$ cat src/rtl/psg_stereo_mixer.sv
// Time-multiplexed stereo mixer for PSG tone channels: one channel per cycle, per-side pan gains, scaled output.
// Latency CH+1 cycles from accepted ce_sample to valid; ce_sample while busy is dropped and flagged by overrun.
// Optional macro PSG_MIX_SATURATE_EN: clamp out-of-range results to all-ones instead of wrapping.
module psg_stereo_mixer #(
    parameter int CH     = 3,
    parameter int IN_W   = 8,
    parameter int GAIN_W = 4,
    parameter int OUT_W  = 16
) (
    input  logic                   clk_sys,
    input  logic                   reset_n,
    input  logic                   ce_sample,
    input  logic [CH*IN_W-1:0]     ch_in,
    input  logic [1:0]             mode,
    input  logic [CH*GAIN_W-1:0]   pan_l,
    input  logic [CH*GAIN_W-1:0]   pan_r,
    output logic [OUT_W-1:0]       audio_l,
    output logic [OUT_W-1:0]       audio_r,
    output logic                   valid,
    output logic                   busy,
    output logic                   overrun
);

    localparam int IDX_W = $clog2(CH);
    localparam int PW    = IN_W + GAIN_W;
    localparam int AW    = IN_W + GAIN_W + IDX_W;
    localparam int S     = OUT_W - IN_W - GAIN_W - 1;
    localparam int SW    = OUT_W + IDX_W;

    localparam logic [GAIN_W-1:0] GF = {1'b1, {(GAIN_W-1){1'b0}}};
    localparam logic [GAIN_W-1:0] GH = {2'b01, {(GAIN_W-2){1'b0}}};

    typedef enum logic [1:0] {
        S_IDLE,
        S_MIX,
        S_OUT
    } state_t;

    state_t                 state_q;
    logic [CH*IN_W-1:0]     ch_q;
    logic [1:0]             mode_q;
    logic [CH*GAIN_W-1:0]   pan_l_q;
    logic [CH*GAIN_W-1:0]   pan_r_q;
    logic [IDX_W-1:0]       idx_q;
    logic [AW-1:0]          acc_l_q;
    logic [AW-1:0]          acc_r_q;
    logic [OUT_W-1:0]       audio_l_q;
    logic [OUT_W-1:0]       audio_r_q;
    logic                   valid_q;
    logic                   busy_q;

    logic [IN_W-1:0]        cur_ch;
    logic [GAIN_W-1:0]      gl;
    logic [GAIN_W-1:0]      gr;
    logic [PW-1:0]          prod_l;
    logic [PW-1:0]          prod_r;
    logic [AW-1:0]          acc_l_d;
    logic [AW-1:0]          acc_r_d;

    // Scaled sum is at most SW-1 bits wide, so the top IDX_W bits flag overflow.
    function automatic logic [OUT_W-1:0] scale(input logic [AW-1:0] acc);
`ifdef PSG_MIX_SATURATE_EN
        logic [SW-1:0] w;
        w = SW'(acc) << S;
        return (|w[SW-1:OUT_W]) ? {OUT_W{1'b1}} : w[OUT_W-1:0];
`else
        return OUT_W'(acc) << S;
`endif
    endfunction

    always_comb begin
        gl = GH;
        gr = GH;
        case (mode_q)
            2'd0: begin
                gl = GF;
                gr = GF;
            end
            2'd1: begin
                if (int'(idx_q) == 0) begin
                    gl = GF;
                    gr = '0;
                end else if (int'(idx_q) == 2) begin
                    gl = '0;
                    gr = GF;
                end
            end
            2'd2: begin
                if (int'(idx_q) == 0) begin
                    gl = GF;
                    gr = '0;
                end else if (int'(idx_q) == 1) begin
                    gl = '0;
                    gr = GF;
                end
            end
            default: begin
                gl = pan_l_q[int'(idx_q)*GAIN_W +: GAIN_W];
                gr = pan_r_q[int'(idx_q)*GAIN_W +: GAIN_W];
            end
        endcase
    end

    assign cur_ch  = ch_q[int'(idx_q)*IN_W +: IN_W];
    assign prod_l  = PW'(cur_ch) * PW'(gl);
    assign prod_r  = PW'(cur_ch) * PW'(gr);
    assign acc_l_d = acc_l_q + AW'(prod_l);
    assign acc_r_d = acc_r_q + AW'(prod_r);

    always_ff @(posedge clk_sys or negedge reset_n) begin
        if (!reset_n) begin
            state_q   <= S_IDLE;
            ch_q      <= '0;
            mode_q    <= '0;
            pan_l_q   <= '0;
            pan_r_q   <= '0;
            idx_q     <= '0;
            acc_l_q   <= '0;
            acc_r_q   <= '0;
            audio_l_q <= '0;
            audio_r_q <= '0;
            valid_q   <= 1'b0;
            busy_q    <= 1'b0;
        end else begin
            valid_q <= 1'b0;
            case (state_q)
                S_IDLE: begin
                    if (ce_sample) begin
                        ch_q    <= ch_in;
                        mode_q  <= mode;
                        pan_l_q <= pan_l;
                        pan_r_q <= pan_r;
                        acc_l_q <= '0;
                        acc_r_q <= '0;
                        idx_q   <= '0;
                        busy_q  <= 1'b1;
                        state_q <= S_MIX;
                    end
                end
                S_MIX: begin
                    acc_l_q <= acc_l_d;
                    acc_r_q <= acc_r_d;
                    idx_q   <= idx_q + IDX_W'(1);
                    // Output registers load with the final sum so valid lands in the OUT cycle.
                    if (idx_q == IDX_W'(CH-1)) begin
                        audio_l_q <= scale(acc_l_d);
                        audio_r_q <= scale(acc_r_d);
                        valid_q   <= 1'b1;
                        state_q   <= S_OUT;
                    end
                end
                S_OUT: begin
                    busy_q  <= 1'b0;
                    state_q <= S_IDLE;
                end
                default: begin
                    busy_q  <= 1'b0;
                    state_q <= S_IDLE;
                end
            endcase
        end
    end

    assign audio_l = audio_l_q;
    assign audio_r = audio_r_q;
    assign valid   = valid_q;
    assign busy    = busy_q;
    assign overrun = ce_sample && (state_q != S_IDLE);

endmodule
$ cat config.mk
export PLATFORM = sky130hd
export DESIGN_NAME = psg_stereo_mixer
export DESIGN_NICKNAME = d
export VERILOG_FILES = /design/src/rtl/psg_stereo_mixer.sv
export SDC_FILE = /design/constraint.sdc
export NUM_CORES = 1
export LEC_CHECK = 0
export ABC_AREA = 1
export ABC_CLOCK_PERIOD_IN_PS = 8700
export BUFFER_PORTS_ARGS = -buffer_cell sky130_fd_sc_hd__buf_2
export CORE_AREA = 2 2 133 135
export CTS_BUF_LIST = sky130_fd_sc_hd__clkbuf_8
export CTS_CLUSTER_DIAMETER = 150
export DETAILED_ROUTE_END_ITERATION = 7
export DIE_AREA = 0 0 135 137
export HOLD_SLACK_MARGIN = 0.06
export PLACE_DENSITY = 0.72
export SLEW_MARGIN = 20
export SYNTH_ARGS = -nofsm -noshare
export SYNTH_HDL_FRONTEND = slang
export SYNTH_SLANG_ARGS = --single-unit
$ cat constraint.sdc
create_clock -name clk_sys -period 8.7 [get_ports clk_sys]
set_clock_uncertainty 0.05 [all_clocks]
set_input_delay 0.435 -clock clk_sys [delete_from_list [all_inputs] [get_ports clk_sys]]
set_output_delay 0.435 -clock clk_sys [all_outputs]
set_load 0.01 [all_outputs]
# Yosys cells after proc, flatten, opt, wreduce, memory -nomap -nowiden
# Cells that the tools add are included.
# Widths: inputs -> output; s select.
# op_classes
eq_ne	8
n_addsub	3
multipliers	2
bitwise	1
n_reduce_logical	11
mux	22
shift	3
# ops
cell	count
$pmux 14 s2	2
$add 14x12->14	2
$mul 8x4->12	2
$mux 4	6
$pmux 4 s3	2
$shiftx 12x5->4	2
$shiftx 24x6->8	1
$mux 14	1
$reduce_and 2->1	5
$eq 2x2->1 const B	4
$pmux 2 s2	2
$logic_not 2->1	3
$mux 2	3
$mux 3	2
$eq 2x1->1 const B	2
$ne 2x2->1 const B	2
$reduce_bool 2->1	2
$mux 1	3
$add 2x1->2 const B	1
$pmux 1 s2	1
$logic_and 1x1->1	1
$not 1->1	1
# word_totals
out_inout_bits	35
input_bits	53
regBits	110

# Logic depth before layout (Yosys ltp)
# Gate-level depths: netlist of the first run.
# logic_depth
depth_word	7
depth_mapped	25
depth_no_buf	25

# Least setup slack after synthesis of the first run
# Ideal clock, no wire load.
# synth_timing
path_type	register to register
start	reg idx_q[1]
end	reg acc_r_q[7]
synth_period_minus_slack_ns	4.199
arrival_time_ns	4.031
slack_ns	4.501
n_path_buf	1
stages_incl_launch_ff	22
cell_sequence	dfrtp_1 inv_2 buf_4 ha_1 o22ai_1 nand2_1 nand2_1 nand2_1 clkinv_1 nand2_1 fa_1 fa_1 fa_1 inv_1 ha_1 nand2_1 nor2_1 nor2_1 o21ai_1 or2_2 nand3_1 nand2_1
# synth_between
elab_chain_len	7
word_cells_on_any_way	13
cone_classes	add/sub (1); mul (1); eq/ne (2); shift (2); mux (6); reduce/logical (1)
# synth_rtl
item	line_no	rtl
from (decl)	44	logic [IDX_W-1:0] idx_q;
from (signal assigned)	143	idx_q <= idx_q + IDX_W'(1);
parallel branches: the longest is 4 deep, another holds $shiftx 12x5->4	n/a	
$mul 8x4->12 (*)	106	assign prod_r = PW'(cur_ch) * PW'(gr);
$add 14x12->14 (*)	108	assign acc_r_d = acc_r_q + AW'(prod_r);
$pmux 14 s2 (*)	126	case (state_q)
to (signal assigned)	142	acc_r_q <= acc_r_d;
to (decl)	46	logic [AW-1:0] acc_r_q;
# Every way passes the cells marked *.
# A chain may end at the register's enable or synchronous reset.

# Final worst setup path of the first run
# layout_timing
start	reg idx_q[0]
end	reg audio_r_q[10], in the netlist audio_r[10]
# layout_between
elab_chain_len	6
word_cells_on_any_way	14
cone_classes	add/sub (1); mul (1); eq/ne (3); shift (2); mux (5); reduce/logical (2)
# layout_rtl
item	line_no	rtl
parallel branches: the longest is 6 deep, another holds $add 14x12->14	n/a	
to (signal assigned)	147	audio_r_q <= scale(acc_r_d);
to (decl)	48	logic [OUT_W-1:0] audio_r_q;
# Parallel ways; which one is timed is not known.

==> summary.md, run 1 <==
| Metric | Value |
|---|---|
| Status | `finished clean` |
| CTS tree | `yes` |
| Syn avg cell area | `8.63 µm²` |
| Clock root cell | `clkbuf_8` |
| Yosys reg bits | `108` |
| First-pass GRT wire length | `28.6 mm` |
| Ant. Diodes | `0` |
| Post-synth cell types | `34` |
| Reg-to-reg endpoint | `audio_r[10]$_DFFE_PN0P_` |
| Synthesis-to-layout area growth | `10.3%` |
| Initial Util | `44.2%` |
| DR pass1 iterations | `4` |
| Slew margin rel. | `52.9%` |
| Ratio of cells with drive above 1 in the final layout | `14.8%` |
| Final period util | `58.1%` |
| Seq/Total Area, Yosys | `35.9%` |
| Placer congestion estimate | `0.913` |
| Number of max-cap violations | `0` |
| TritonCTS buffer count | `9` |
| Worst reg2reg setup slack | `3.64 ns` |
| Setup Buffers After CTS | `0` |
| HP Class | `primary input to register` |
| Synth Area in Compound Gates | `6.50%` |
| Crit Path Category | `register to register` |
| Synth warn | `0` |
| Length in cells of the worst reg-to-reg path | `18` |
| Core box area | `17100 µm²` |
| Critical path launch point type | `register` |
| 1st-iter DRT viols | `355` |
| Yosys top cell area share | `35.9%` |
| Worst skew pair latency | `0.41 ns` |
| Maximum fanout along the worst path | `23` |
| Netlist Area Pre-Place | `7530 µm²` |
| Post-cts repair resize count | `0` |
| Largest net degree at the start of global routing | `56` |
| Min cycle time layout | `5.06 ns` |
| Worst EP required | `8.95 ns` |
| CP arrival | `5.30 ns` |
| Fin nets | `1090` |
| Via Count | `5769` |
| Number of global-route vias before repair | `6020` |
| Worst Setup SP | `idx_q[0]$_DFFE_PN0P_` |
| Hold Vio Cnt, Final | `0` |
| CTS sink cnt | `108` |
| Cell taking the most area after synthesis | `dfrtp_1` |
| Crit path to | `audio_r[10]$_DFFE_PN0P_` |
| EDFF count, synth | `0` |
| Overflow left after global routing | `0` |
| Post-synthesis mux area share | `7.33%` |
| Routed WL | `16.7 mm` |
| Post-synthesis cell count | `873` |
| Final worst slack | `3.64 ns` |
| Vias per cell | `4.90` |
| Setup TNS | `0 ns` |
| Met3 WL post-DR | `728 µm` |
| Critical path capture point type | `register` |
| CTS H-tree depth | `3` |
| Async set-reset flop share out of synthesis | `100%` |
| Die ar. | `18500 µm²` |
| Util after Layout | `48.7%` |
| Drt drc | `0` |
| WL/cell | `14.2 µm` |
| Num ports | `88` |
| Highest metal used | `met4` |
| Post-Synth Adder-Cell Area | `19.0%` |
| Place WS | `3.69 ns` |
| Unrepaired setup endpoints after global routing | `false` |
| FP Rows | `48` |
| Die height | `137 µm` |
| Antenna Violating Nets Remaining | `0` |
| Post-synth top cells | `nand2_1, inv_1, dfrtp_1, nor2_1, ha_1` |
| Max clock buf depth | `2` |
| Met2 routed WL | `8.25 mm` |
| Setup violations, final | `0` |
| Main combinational cell family by area after synthesis | `simple AND/OR/NAND/NOR gates` |
| Simple-Gate Fraction of Synth Area | `20.0%` |
| Most common cell in the netlist | `nand2_1` |
| Actual slew at the worst max-slew pin | `0.706 ns` |
| Top_reg_cell synth | `dfrtp_1` |
| Hold WS | `0.176 ns` |
| Final HPWL DP | `12.9 mm` |
| M1 WL | `7.39 mm` |
| Worst-path clk slew | `0.12 ns` |
| Global-route usage over all layers | `19.7%` |
| Initial antenna violation count | `0` |
| Area contributors post-synth | `dfrtp_1, fa_1, nand2_1, ha_1, mux2_1` |
| Max-slew violation count | `0` |
| XOR/XNOR Fraction of Synth Area | `1.40%` |
| CTS Hold Buffers Added | `1` |
| F_max | `198 MHz` |
| R2r startpoint | `idx_q[0]$_DFFE_PN0P_` |
| IO Port Bufs | `81` |
| Die Span X | `135 µm` |
==> cell families after synthesis <==
family / after synthesis
adders and majority gates: 89
muxes: 49
other: 1
xor gates and xnor gates: 12
and+or+nand+nor: 364
DFF: 108
buffers and inverters: 183
AOI/OAI and AO/OA: 67
==> state kept, by name (all words and copies together) (netlist names) <==
name     cells
busy         1
acc_l_q     13
state_q      2
acc_r_q     13
pan_l_q     12
pan_r_q     12
audio_l     13
idx_q        2
audio_r     13
mode_q       2
ch_q        24
valid        1
==> per-stage QoR <==
stage	instances	area, µm²
after floorplan	878	7550
after global placement	1161	8100
after detailed placement	1161	8100
after CTS	1178	8310
after global routing	1178	8310
final	1178	8310
==> cell usage in the layout, fill, tap and decap left out, drive strengths merged <==
cell	Yosys	layout
dlygate4sd3	0	1
a32oi	5	5
fa	42	42
dfrtp	108	108
clkinv	3	5
o211ai	6	6
xnor2	4	4
a21oi	12	12
clkbuf	4	10
buf	22	84
inv	154	157
o21ai	35	35
conb	1	6
xor2	8	8
nand3b	3	3
ha	47	47
or2	16	16
nand4	6	6
and2	2	2
nor2	82	82
nand2	215	215
nand3	40	40
o22ai	8	8
clkinvlp	0	1
a31o	1	1
mux2	49	49
==> per-layer routing <==
layer / track usage, % / vias to the layer above
met5: 0 / -
met4: 6.08 / 0
met3: 3.15 / 26
li1: - / 2850
met2: 34.7 / 140
met1: 25.0 / 2753
==> area by class of cell <==
class,count,area [µm²]
timing repair buffer,85,440
sequential,108,2700
multi-input combinational,587,4100
clock inverter,6,57.6
fill,1686,8750
clock buffer,10,138
inverter,157,589
tap,225,282
==> worst min path at each step <==
stage          cells after the start                       to                    start  slack [ns]
6_report                           2   pan_l_q[7]$_DFFE_PN0P_                 pan_l[7]        0.18
4_1_cts                            2   pan_l_q[7]$_DFFE_PN0P_                 pan_l[7]        0.17
2_1_floorplan                      0   acc_l_q[0]$_DFFE_PN0P_                  reset_n        0.09
3_3_place_gp                       2  audio_r[14]$_DFFE_PN0P_  audio_r[14]$_DFFE_PN0P_        0.41
5_1_grt                            2   pan_r_q[6]$_DFFE_PN0P_                 pan_r[6]        0.17
3_5_place_dp                       2  audio_l[10]$_DFFE_PN0P_  audio_l[10]$_DFFE_PN0P_        0.41
==> critical path: stages, from the launching register on <==
cell and delay (ns):
dfrtp_1 0.61, inv_2 0.39, nand2_1 0.12, inv_2 0.32
nand2_1 0.09, o211ai_1 0.11, nand2_1 0.24, nor2_1 0.22
fa_1 0.48, fa_1 0.55, inv_1 0.05, fa_1 0.49
inv_1 0.04, ha_1 0.34, a21oi_1 0.24, o21ai_1 0.13
or2_2 0.30, nand3_1 0.10, nand2_1 0.06
Power of run 1 is left out: the tool's default activity adds up to more than one toggle a clock period on the data nets, which glitch-free logic cannot reach.
==> run 2, diff against run 1 <==
Settings changed: ABC_AREA 1 to 0, ABC_CLOCK_PERIOD_IN_PS 8700 to 4940, CORE_AREA 2 2 133 135 to 2 2 131 133, DIE_AREA 0 0 135 137 to 0 0 133 135, PLACE_DENSITY 0.72 to 0.73.
Clock period 8.7 ns to 4.94 ns, I/O delays scaled along.
==> summary.md, run 2 <==
| Metric | Value |
|---|---|
| Status | `finished clean` |
| CTS H-tree depth | `3 (unchanged)` |
| Die height | `135 µm (-1.5%)` |
| First-pass GRT wire length | `29.6 mm (+3.7%)` |
| TritonCTS buffer count | `9 (unchanged)` |
| P_leak | `0.00474 µW` |
| Die ar. | `18000 µm² (-2.9%)` |
| Vias per cell | `4.97 (+1.5%)` |
| F_max | `206 MHz (+4.0%)` |
| Ratio of cells with drive above 1 in the final layout | `21.0% (+6.2 points)` |
| Post-synthesis cell count | `863 (-1.1%)` |
| Crit path max-delay family | `adder cells` |
| Final period util | `98.4% (+40 points)` |
| Routed WL | `18.2 mm (+9.3%)` |
| Crit Path Category | `register to register` |
| Biggest register | `ch_q` |
| HP Class | `primary input to async pin` |
| Min cycle time layout | `4.86 ns (-0.193 ns)` |
| Syn avg cell area | `8.54 µm² (-0.98%)` |
| Buf/Inv on CP | `6 (+2)` |
| Post-route cell area | `9230 µm² (+11%)` |
| Setup violations, final | `0 (unchanged)` |
| Hold Vio Cnt, Final | `0 (unchanged)` |
| Die Span X | `133 µm (-1.5%)` |
| Largest net degree at the start of global routing | `70 (+25%)` |
| Most common cell after layout, fill and taps aside | `nand2_1` |
| Synth warn | `0 (unchanged)` |
| Reg-to-reg endpoint | `acc_l_q[12]$_DFFE_PN0P_` |
| Initial Util | `44.9% (+0.78 points)` |
| Met2 routed WL | `8.50 mm (+3.0%)` |
| Num ports | `88 (unchanged)` |
| Clock root cell | `clkbuf_8` |
| Final HPWL DP | `12.3 mm (-4.0%)` |
| Most common cell in the netlist | `nand2_1` |
| Max FFs per register | `24 (unchanged)` |
| Yosys reg bits | `108 (unchanged)` |
| Post-synth cell types | `55 (+62%)` |
| Yosys top cell area share | `36.7% (+0.77 points)` |
| 1st-iter DRT viols | `391 (+10%)` |
| Highest metal used | `met4` |
| Worst skew pair latency | `0.40 ns (about the same)` |
| Seq/Total Area, Yosys | `36.7% (+0.77 points)` |
| Final worst slack | `0.0776 ns (-3.57 ns)` |
| Length in cells of the worst reg-to-reg path | `20 (+2)` |
| Max clock buf depth | `2 (unchanged)` |
| R2r startpoint | `idx_q[0]$_DFFE_PN0P_` |
| Place WS | `-0.0446 ns (-3.73 ns)` |
| Area contributors post-synth | `dfrtp_1, fa_1, nand2_1, ha_1, inv_1` |
| Critical path launch point type | `register` |
| Maximum fanout along the worst path | `7 (-70%)` |
| CTS tree | `yes` |
| Worst-path clk slew | `0.12 ns (about the same)` |
| Number of max-cap violations | `0 (unchanged)` |
| Max-slew violation count | `0 (unchanged)` |
| Slew margin rel. | `40.5% (-12 points)` |
| Area post-placement | `8140 µm² (+0.42%)` |
| Synthesis-to-layout area growth | `25.3%` |
| M1 WL | `8.52 mm (+15%)` |
| Worst EP required | `5.17 ns (-3.78 ns)` |
| Most frequent cells in the layout | `nand2_1, dfrtp_1, inv_1, buf_2, nor2_1` |
| Post-synth top cells | `nand2_1, dfrtp_1, inv_1, nor2_1, o21ai_0` |
| Core box area | `16400 µm² (-3.8%)` |
| Global-route usage over all layers | `20.7% (+0.94 points)` |
| Actual slew at the worst max-slew pin | `0.893 ns (+0.187 ns)` |
| Async set-reset flop share out of synthesis | `100% (unchanged)` |
| Ant. Diodes | `0 (unchanged)` |
| DR pass1 iterations | `5 (+1)` |
| Critical path cell sequence | `buf_6 -> buf_12 -> buf_4 -> mux2i_1 -> nor2_1 -> a21oi_2 -> buf_6 -> or2_2 -> fa_1 -> inv_1 -> fa_1 -> fa_1 -> ha_4 -> buf_4 -> o21ai_0 -> nand2b_1 -> o2111ai_2 -> a2111oi_0 -> a211o_1 -> o31ai_1` |
| Placer congestion estimate | `0.919 (+0.69%)` |
| Netlist Area Pre-Place | `7370 µm² (-2.1%)` |
| Maximum vdd drop | `0.585 mV` |
| CP max stage cell | `fa_1` |
| CTS sink cnt | `108 (unchanged)` |
| PD cells | `780 nW/µm²` |
| Seq. cell area | `2700 µm² (about the same)` |
| EDFF count, synth | `0 (unchanged)` |
| Overflow left after global routing | `0 (unchanged)` |
| Hold WS | `0.406 ns (+0.230 ns)` |
| Initial antenna violation count | `0 (unchanged)` |
| Top cell by count, worst path | `fa_1` |
| Worst reg2reg setup slack | `0.08 ns (-3.57 ns)` |
| Cell taking the most area after synthesis | `dfrtp_1` |
| IO Port Bufs | `81 (unchanged)` |
| FILL cells | `1477 (-12%)` |
| Critical path capture point type | `register` |
| Via Count | `6171 (+7.0%)` |
| WL/cell | `14.7 µm (+3.7%)` |
| CP max stage delay | `0.52 ns (-0.09 ns)` |
| Top_reg_cell synth | `dfrtp_1` |
| Design Power | `7200 µW` |
| Number of global-route vias before repair | `6036 (+0.27%)` |
| CP arrival | `5.09 ns (-0.21 ns)` |
| FP Rows | `47 (-2.1%)` |
| Drt drc | `0 (unchanged)` |
| Antenna Violating Nets Remaining | `0 (unchanged)` |
| Met3 WL post-DR | `943 µm (+30%)` |
| Fin nets | `1159 (+6.3%)` |
| Multi-input gate area | `4370 µm² (+6.6%)` |
## run 2: stage by stage
step           std cells  TNS (ns)  utilization [%]
2_1_floorplan        868         0                -
3_3_place_gp        1162         0             49.6
3_5_place_dp        1162   -0.0821             49.6
4_1_cts             1229         0             54.0
5_1_grt             1242    -0.228             56.3
6_report            1242         0             56.3
## run 2: kinds of logic after synthesis
family	after synthesis	share of synthesized area, %
simple gates	371	21.3
buf+inv	138	7.87
compound gates	121	9.96
flops	108	36.7
fa+ha+maj	89	19.4
mux	22	3.02
xor+xnor	13	1.73
other cells	1	0.0509
## run 2: worst register-to-register path: stages, from the launching register on
cell       delay [ns]
dfrtp_2          0.51
buf_6            0.17
buf_12           0.12
buf_4            0.13
mux2i_1          0.11
nor2_1           0.14
a21oi_2          0.06
buf_6            0.13
or2_2            0.28
fa_1             0.48
inv_1            0.05
fa_1             0.52
fa_1             0.45
ha_4             0.29
buf_4            0.12
o21ai_0          0.09
nand2b_1         0.12
o2111ai_2        0.16
a2111oi_0        0.53
a211o_1          0.16
o31ai_1          0.06
## run 2: what timing repair did
action	4_1_cts	5_1_grt
buffers inserted	0	13
hold endpoints to repair	114	0
resized for setup	4	60
hold buffers	51	0
pin swaps	0	29
setup endpoints to repair	2	17
## run 2: per-layer routing
layer / vias to the layer above / global-route usage [%]
met5: - / 0
met4: 0 / 6.75
met3: 25 / 3.38
met2: 158 / 32.8
met1: 2930 / 29.1
li1: 3058 / -
## run 2: report_power, final
| part | internal, µW | leakage, µW | switching (µW) |
|---|---|---|---|
| clock network | 212 | 0.000103 | 350 |
| registers | 1300 | 0.00136 | 250 |
| logic | 2120 | 0.00328 | 2980 |
## run 2: area by class of cell
cell class / instances / share of cell area (%)
inverters: 96 / 3.90
flip-flops and latches: 108 / 29.3
repair buffers: 180 / 14.3
well taps: 220 / 2.98
clock inverters: 6 / 0.678
clock buffers: 10 / 1.49
multi-input cells: 622 / 47.3
## run 2: worst max path at each step
stage | start | to | slack (ns) | cells past startpoint
final | idx_q[0]$_DFFE_PN0P_ | acc_l_q[12]$_DFFE_PN0P_ | 0.08 | 20
after global routing | idx_q[0]$_DFFE_PN0P_ | acc_l_q[12]$_DFFE_PN0P_ | -0.12 | 20
after CTS | idx_q[0]$_DFFE_PN0P_ | audio_r[15]$_DFFE_PN0P_ | 0.04 | 19
after detailed placement | idx_q[0]$_DFFE_PN0P_ | audio_l[15]$_DFFE_PN0P_ | -0.04 | 18
after global placement | idx_q[0]$_DFFE_PN0P_ | audio_r[15]$_DFFE_PN0P_ | 0.05 | 18
after floorplan | idx_q[0]$_DFFE_PN0P_ | audio_r[15]$_DFFE_PN0P_ | 0.02 | 21
No activity file was read; power rests on OpenSTA's default activity.
